--- config.mk ---
export PLATFORM = sky130hd
export DESIGN_NAME = pipe_hazard_ctrl
export DESIGN_NICKNAME = d
export VERILOG_FILES = /design/src/rtl/pipe_hazard_ctrl.sv
export SDC_FILE = /design/constraint.sdc
export NUM_CORES = 1
export LEC_CHECK = 0
export CAP_MARGIN = 10
export CORE_UTILIZATION = 42
export CTS_CLUSTER_DIAMETER = 120
export DETAILED_ROUTE_END_ITERATION = 8
export PLACE_DENSITY_LB_ADDON = 0.3
export SETUP_SLACK_MARGIN = 0.2
export SYNTH_ARGS = -nofsm -noshare
export SYNTH_HDL_FRONTEND = slang
export SYNTH_SLANG_ARGS = --single-unit
--- constraint.sdc ---
create_clock -name clk -period 1.8 [get_ports clk]
set_input_delay 0.27 -clock clk [delete_from_list [all_inputs] [get_ports clk]]
set_output_delay 0.27 -clock clk [all_outputs]
set_load 0.03 [all_outputs]
--- src/rtl/pipe_hazard_ctrl.sv ---
// Purpose : central stall/flush sequencer for the 5-stage pipeline (PC, IF/ID, ID/EXE, EXE/MEM).
// Latency : outputs are combinational from state, remain_cnt and current inputs; no added cycles.
// Backpr. : dmem_busy freezes every stage and holds all internal state and counters.
//
// Ports:
//   clk, rst                     pipeline clock (rising edge), async active-low reset
//   id_raddr1/2, id_use1/2       source operands of the instruction in ID
//   ex_mem_read, ex_wen, ex_waddr  destination/load info of the instruction in EXE
//   ex_branch_taken, ex_jal      redirect requests resolved in EXE
//   dmem_busy                    data memory not ready, freezes the pipeline
//   pc_en, pc_redirect           PC update enable and EXE-target select
//   ifid_en, ifid_flush          IF/ID load enable and NOP insert
//   idex_en, idex_bubble         ID/EXE load enable and control-zeroing
//   exmem_en                     EXE/MEM load enable
//   state_o                      FSM state for debug
//   stall_cnt, flush_cnt         saturating load-use bubble / redirect event counters
module pipe_hazard_ctrl #(
   parameter int ASIZE          = 4,
   parameter int LOAD_BUBBLES   = 1,
   parameter int REDIRECT_EXTRA = 1,
   parameter int CW             = 16
) (
   input  logic             clk,
   input  logic             rst,
   input  logic [ASIZE-1:0] id_raddr1,
   input  logic [ASIZE-1:0] id_raddr2,
   input  logic             id_use1,
   input  logic             id_use2,
   input  logic             ex_mem_read,
   input  logic             ex_wen,
   input  logic [ASIZE-1:0] ex_waddr,
   input  logic             ex_branch_taken,
   input  logic             ex_jal,
   input  logic             dmem_busy,
   output logic             pc_en,
   output logic             pc_redirect,
   output logic             ifid_en,
   output logic             ifid_flush,
   output logic             idex_en,
   output logic             idex_bubble,
   output logic             exmem_en,
   output logic [1:0]       state_o,
   output logic [CW-1:0]    stall_cnt,
   output logic [CW-1:0]    flush_cnt
);

   localparam logic [1:0]    S_RUN   = 2'd0;
   localparam logic [1:0]    S_LU    = 2'd1;
   localparam logic [1:0]    S_REDIR = 2'd2;

   localparam logic [2:0]    LB_REM  = 3'(LOAD_BUBBLES - 1);
   localparam logic [2:0]    RE_REM  = 3'(REDIRECT_EXTRA);
   localparam logic [CW-1:0] CNT_MAX = {CW{1'b1}};
   localparam logic [CW-1:0] CNT_ONE = CW'(1);

   logic [1:0] state;
   logic [1:0] state_nxt;
   logic [2:0] remain_cnt;
   logic [2:0] remain_nxt;
   logic       stall_inc;
   logic       flush_inc;
   logic       redirect;
   logic       load_use;
   logic       src1_hit;
   logic       src2_hit;

   assign redirect = ex_branch_taken | ex_jal;
   assign src1_hit = id_use1 & (id_raddr1 == ex_waddr);
   assign src2_hit = id_use2 & (id_raddr2 == ex_waddr);
   assign load_use = ex_mem_read & ex_wen & (ex_waddr != '0) & (src1_hit | src2_hit);
   assign state_o  = state;

   always_comb begin
      pc_en       = 1'b0;
      pc_redirect = 1'b0;
      ifid_en     = 1'b0;
      ifid_flush  = 1'b0;
      idex_en     = 1'b0;
      idex_bubble = 1'b0;
      exmem_en    = 1'b0;
      state_nxt   = state;
      remain_nxt  = remain_cnt;
      stall_inc   = 1'b0;
      flush_inc   = 1'b0;

      // Reset gating here keeps every enable low while rst is held, even though
      // the flops are already cleared; frozen cycles leave everything at default.
      if (rst && !dmem_busy) begin
         if (redirect) begin
            pc_en       = 1'b1;
            pc_redirect = 1'b1;
            ifid_en     = 1'b1;
            ifid_flush  = 1'b1;
            idex_en     = 1'b1;
            idex_bubble = 1'b1;
            exmem_en    = 1'b1;
            flush_inc   = 1'b1;
            // Any pending load-use sequence is dropped: its instruction is on the wrong path.
            if (REDIRECT_EXTRA > 0) begin
               state_nxt  = S_REDIR;
               remain_nxt = RE_REM;
            end else begin
               state_nxt  = S_RUN;
               remain_nxt = 3'd0;
            end
         end else begin
            case (state)
               S_LU: begin
                  idex_en     = 1'b1;
                  idex_bubble = 1'b1;
                  exmem_en    = 1'b1;
                  stall_inc   = 1'b1;
                  remain_nxt  = remain_cnt - 3'd1;
                  // <= guards against an unexpected zero count wrapping to 7.
                  if (remain_cnt <= 3'd1) begin
                     state_nxt  = S_RUN;
                     remain_nxt = 3'd0;
                  end
               end
               S_REDIR: begin
                  // ID holds a squashed NOP here, so load_use is deliberately ignored.
                  pc_en       = 1'b1;
                  ifid_en     = 1'b1;
                  ifid_flush  = 1'b1;
                  idex_en     = 1'b1;
                  idex_bubble = 1'b1;
                  exmem_en    = 1'b1;
                  remain_nxt  = remain_cnt - 3'd1;
                  if (remain_cnt <= 3'd1) begin
                     state_nxt  = S_RUN;
                     remain_nxt = 3'd0;
                  end
               end
               S_RUN: begin
                  if (load_use) begin
                     idex_en     = 1'b1;
                     idex_bubble = 1'b1;
                     exmem_en    = 1'b1;
                     stall_inc   = 1'b1;
                     if (LOAD_BUBBLES > 1) begin
                        state_nxt  = S_LU;
                        remain_nxt = LB_REM;
                     end
                  end else begin
                     pc_en    = 1'b1;
                     ifid_en  = 1'b1;
                     idex_en  = 1'b1;
                     exmem_en = 1'b1;
                  end
               end
               default: begin
                  // Unreachable encoding: behave as a plain run cycle and recover.
                  pc_en      = 1'b1;
                  ifid_en    = 1'b1;
                  idex_en    = 1'b1;
                  exmem_en   = 1'b1;
                  state_nxt  = S_RUN;
                  remain_nxt = 3'd0;
               end
            endcase
         end
      end
   end

   always_ff @(posedge clk or negedge rst) begin
      if (!rst) begin
         state      <= S_RUN;
         remain_cnt <= 3'd0;
         stall_cnt  <= '0;
         flush_cnt  <= '0;
      end else begin
         state      <= state_nxt;
         remain_cnt <= remain_nxt;
         if (stall_inc && (stall_cnt != CNT_MAX)) begin
            stall_cnt <= stall_cnt + CNT_ONE;
         end
         if (flush_inc && (flush_cnt != CNT_MAX)) begin
            flush_cnt <= flush_cnt + CNT_ONE;
         end
      end
   end

endmodule

# [Word-level counts from Yosys, hierarchy flattened]
# Index checks and enable logic that the tools add are counted.
[classes] n_bitwise=7 add_sub_neg=3 mux=23 reduce_logical=9 eq_ne=8 n_lt_le_gt_ge=1
[ops] op="$add 16x1->16 const B" n=2
[ops] op="$ne 16x16->1 const B" n=2
[ops] op="$mux 1" n=14
[ops] op="$eq 4x4->1" n=2
[ops] op="$mux 3" n=2
[ops] op="$pmux 1 s2" n=3
[ops] op="$pmux 3 s2" n=1
[ops] op="$and 1x1->1" n=5
[ops] op="$mux 2" n=2
[ops] op="$pmux 2 s2" n=1
[ops] op="$reduce_bool 4->1" n=1
[ops] op="$le 3x1->1 const B" n=1
[ops] op="$logic_and 1x1->1" n=3
[ops] op="$ne 3x1->1 const B" n=1
[ops] op="$reduce_and 3->1" n=1
[ops] op="$sub 3x1->3 const B" n=1
[ops] op="$eq 2x1->1 const B" n=1
[ops] op="$eq 2x2->1 const B" n=1
[ops] op="$logic_not 2->1" n=1
[ops] op="$ne 2x2->1 const B" n=1
[ops] op="$or 1x1->1" n=2
[ops] op="$reduce_and 2->1" n=1
[ops] op="$reduce_or 2->1" n=1
[ops] op="$logic_not 1->1" n=1
[totals] input_bits=21 word_cells=55 register_bits=37

# [Longest topological paths before layout]
[logic_depth] depth_word=9 depth_mapped=8 depth_no_buf=7

# [Worst setup path after synthesis]
# No wires, ideal clock.
[synth_path] path_kind="register to register" start="reg flush_cnt[0]" end="reg flush_cnt[1]" arrival_ns=1.911 stages_incl_launch_ff=7 n_path_buf=0 t_required_ns=1.675 setup_time_ns=0.125 slack_ns=-0.235 cell_sequence="dfrtp_1 ha_1 nand2_1 or2_2 or3_4 nand2_2 mux2_2"
[synth_via] elab_chain_cells=2 elab_cells_between_ends=3 cone_classes="add/sub: 1; eq/ne: 1; reduce/logical: 1"
[synth_lines] element="from (decl)" line="44" source="output logic [CW-1:0] flush_cnt"
[synth_lines] element="from (signal assigned)" line="178" source="flush_cnt <= flush_cnt + CNT_ONE;"
[synth_lines] element="branches (longest 2 deep; another with $add 16x1->16)"
# Parallel ways; which one is timed is not known.
# A chain may end at the register's enable or synchronous reset.

# [Worst setup path after layout]
[layout_path] start="reg remain_cnt[1]" end="reg remain_cnt[1]"
[layout_via] elab_chain_cells=4 elab_cells_between_ends=5 cone_classes="add/sub: 1; order compare: 1; mux: 3"
[layout_lines] element="from (decl)" line="58" source="logic [2:0] remain_cnt;"
[layout_lines] element="from (signal assigned)" line="173" source="remain_cnt <= remain_nxt;"
[layout_lines] element="$sub 3x1->3 / $le 3x1->1 (equally long branches)"
[layout_lines] element="$mux 3 *" line="115, 129"
[layout_lines] element="$pmux 3 s2 *" line="107" source="case (state)"
[layout_lines] element="$mux 3 *" line="89" source="if (redirect) begin"
# Every way passes the cells marked *; elsewhere a longest branch is shown, timed or not.

==> qor.csv <==
metric;value;unit
synth_top_cell_area_share;43.8;%
drc;0;
yosys.area.top_type;dfrtp_1;
gp_congestion;0.807;
yosys_warnings;0;
timing.final.crit_share;95.6;%
max_cap_viol_count;0;
nNetsFinal;316;
path_depth;7;
cts_made_buffers;5;
finalClockSkew;0.00171;ns
grt_max_degree;37;
crit_path_end_kind;flop;
place_inst;342;
drt_iter0_markers;38;
cts.path.max_buffers;2;
multi_input_area;0.00138;mm2
combPwrFrac;31.0;%
crit_type;flop to flop;
swShare;33.2;%
drive_gt1_share;47.3;%
grt_pass1_vias;1800;
p_leak;1.54;nW
netlist_instances;192;
slowest_stage;or4_1;
synth-seq-cells;36;
final-hold-violation-count;0;
fin_setup_tns;0;ns
worstRegToRegCells;7;
met3_usage;5.83;%
antenna_found_initial;0;
clkTransAtPathRegs;0.07;ns
synth_seq_area_share;43.8;%
yosys_most_used_dff;dfrtp_1;
setup_viol;0;
hold_buffers;0;
crit_family;simple AND/OR/NAND/NOR gates;
cp_max_fo;4;
die_h;72.0;um
dp.final_hpwl;3370;um
register_area;917;um2
io_pins;62;
max_freq;0.581;GHz
seqPwrFrac;43.4;%
clkPwrFrac;25.6;%
power_density;662;mW/mm2
design_area;0.00334;mm2
cts_root_buf;clkbuf_8;
drtPass1Iterations;4;
die_w;72.0;um
cts_tree;built;
peakVddDrop;0.442;mV
cpPeakStageDelay;0.40;ns
place_ws;-0.373;ns
slew_viol_final;0;
drt-total-wl;4810;um
start_kind;flop;
ys_top_cells_by_area;dfrtp_1 44%, xnor2_1 7.2%, xor2_1 6.0%;
drtAntennaViolNets;0;
cts_sinks;36;
grt.overflow.total;0;
netlist_area;0.00206;mm2
p_int;1.48;mW
mappedNetlistNets;217;
coreArea;0.00472;mm2
grt_usage;20.4;%
rsz0062_at_grt;true;
path_buf_inv;1;
status;finished clean;
io_buffers;60;
die-area;0.00518;mm2
synth.avg_cell_area;10.7;um2
switching_power;0.735;mW
place_area;0.00300;mm2
fin_crit;1.72;ns
synth_edf_count;0;
critical_path_required;2.01;ns
antenna_cells;0;
initial_core_util;43.5;%
grt_pass1_wl;8240;um
worst_ep_arrival_time;1.93;ns
async_flop_share;100;%
met1_usage;25.6;%
crit_chain;inv_1 -> ha_2 -> a21oi_2 -> o21ai_1 -> or3_4 -> or4_1 -> o21ai_0;
fin_cells;359;
rows;25;
wl_per_cell;13.4;um
fill_cells;348;
vias;1767;
insertion_delay;0.29;ns
finalWorstSetupSlack;0.0799;ns
synth_cell_types;52;
yosys-top-cells-count;36 x dfrtp_1, 18 x nand2_1, 17 x xnor2_1;
hold_path_class;input port to asynchronous set/reset pin;
via_per_inst;4.92;
areaGrowthSynthToFinish;62.4;%
cts_max_level;2;
grt_use_met2;34.5;%
grt-busiest-layer;met2;
synth_most_common_cell;dfrtp_1;
-- placed cells by master (no fill, tap or decap), types with 3 or more instances in the layout --
master / count
nor3_4: 3
nand2_1: 14
o21ai_0: 4
nand3_1: 7
nor2_4: 4
clkbuf_8: 5
buf_6: 10
inv_1: 5
xor2_1: 8
nor2_1: 4
nor2_2: 3
nor4_4: 6
and3_4: 3
buf_2: 3
dlygate4sd2_1: 37
dfrtp_2: 13
buf_4: 39
or3_4: 3
xnor2_2: 3
nand2_2: 5
nand4_1: 8
xor2_2: 3
xor2_4: 3
xnor2_1: 15
dfrtp_1: 23
-- per-layer routing --
layer  vias to the layer above  wire (um)
met4                         0         51
met2                        54       2350
met3                         6        250
li1                        865          -
met1                       842       2160
met5                         -          0
-- state kept, by name, indices dropped and copies added, names as in the netlist --
register and count:
stall_cnt 16, state_o 1, remain_cnt 3, flush_cnt 16
-- cell type report --
type                    instances  area share, %
clock buffers                   7           2.28
inverters                       6          0.674
clock inverters                 1          0.150
repair buffers                 98           25.5
flip-flops and latches         36           27.5
well taps                      67           2.51
multi-input cells             144           41.4
-- what timing repair did --
action / in CTS / in global routing
resized for setup: 108 / 40
buffers inserted: 8 / 1
endpoints found under the setup margin: 65 / 34
pin swaps: 22 / 25
-- final timing paths --
check,end,startpoint,slack [ns]
worst min-delay path,remain_cnt[1],rst,0.07
worst min register to register,flush_cnt[9],flush_cnt[9],0.49
worst max-delay path,remain_cnt[1],remain_cnt[1],0.08
worst max register to register,remain_cnt[1],remain_cnt[1],0.08
min in group clk,flush_cnt[9],flush_cnt[9],0.49
max in group asynchronous,stall_cnt[1],rst,1.38
-- through the flow --
step | power (mW) | utilization (%) | hold WS [ns]
global placement | 1.60 | 63.5 | 0.408
global route | 2.33 | 70.7 | 0.121
CTS | 2.18 | 67.7 | 0.0859
floorplan | 1.32 | - | -0.0256
detailed placement | 1.62 | 63.5 | 0.403
finish | 2.21 | 70.7 | 0.0735
-- logic make-up (layout without fill, tap and decap cells) --
kind of cell | count (synthesis) | in the layout | synth area share (%)
compound gates | 21 | 21 | 6.69
flops | 36 | 36 | 43.8
fa+ha+maj | 4 | 4 | 2.43
mux | 4 | 4 | 2.37
xor+xnor | 32 | 32 | 14.0
simple gates | 82 | 82 | 27.2
buf+inv | 12 | 112 | 3.35
other cells | 1 | 1 | 0.182
-- power groups by stage --
| stage | logic [mW] | clock network, mW | registers, mW |
|---|---|---|---|
| 2_1_floorplan | 0.215 | 0 | 1.10 |
| 3_3_place_gp | 0.622 | 0 | 0.981 |
| 3_5_place_dp | 0.632 | 0 | 0.984 |
| 4_1_cts | 0.644 | 0.581 | 0.958 |
| 5_1_grt | 0.744 | 0.615 | 0.971 |
| 6_report | 0.686 | 0.566 | 0.959 |
No activity file was read; power rests on OpenSTA's default activity.
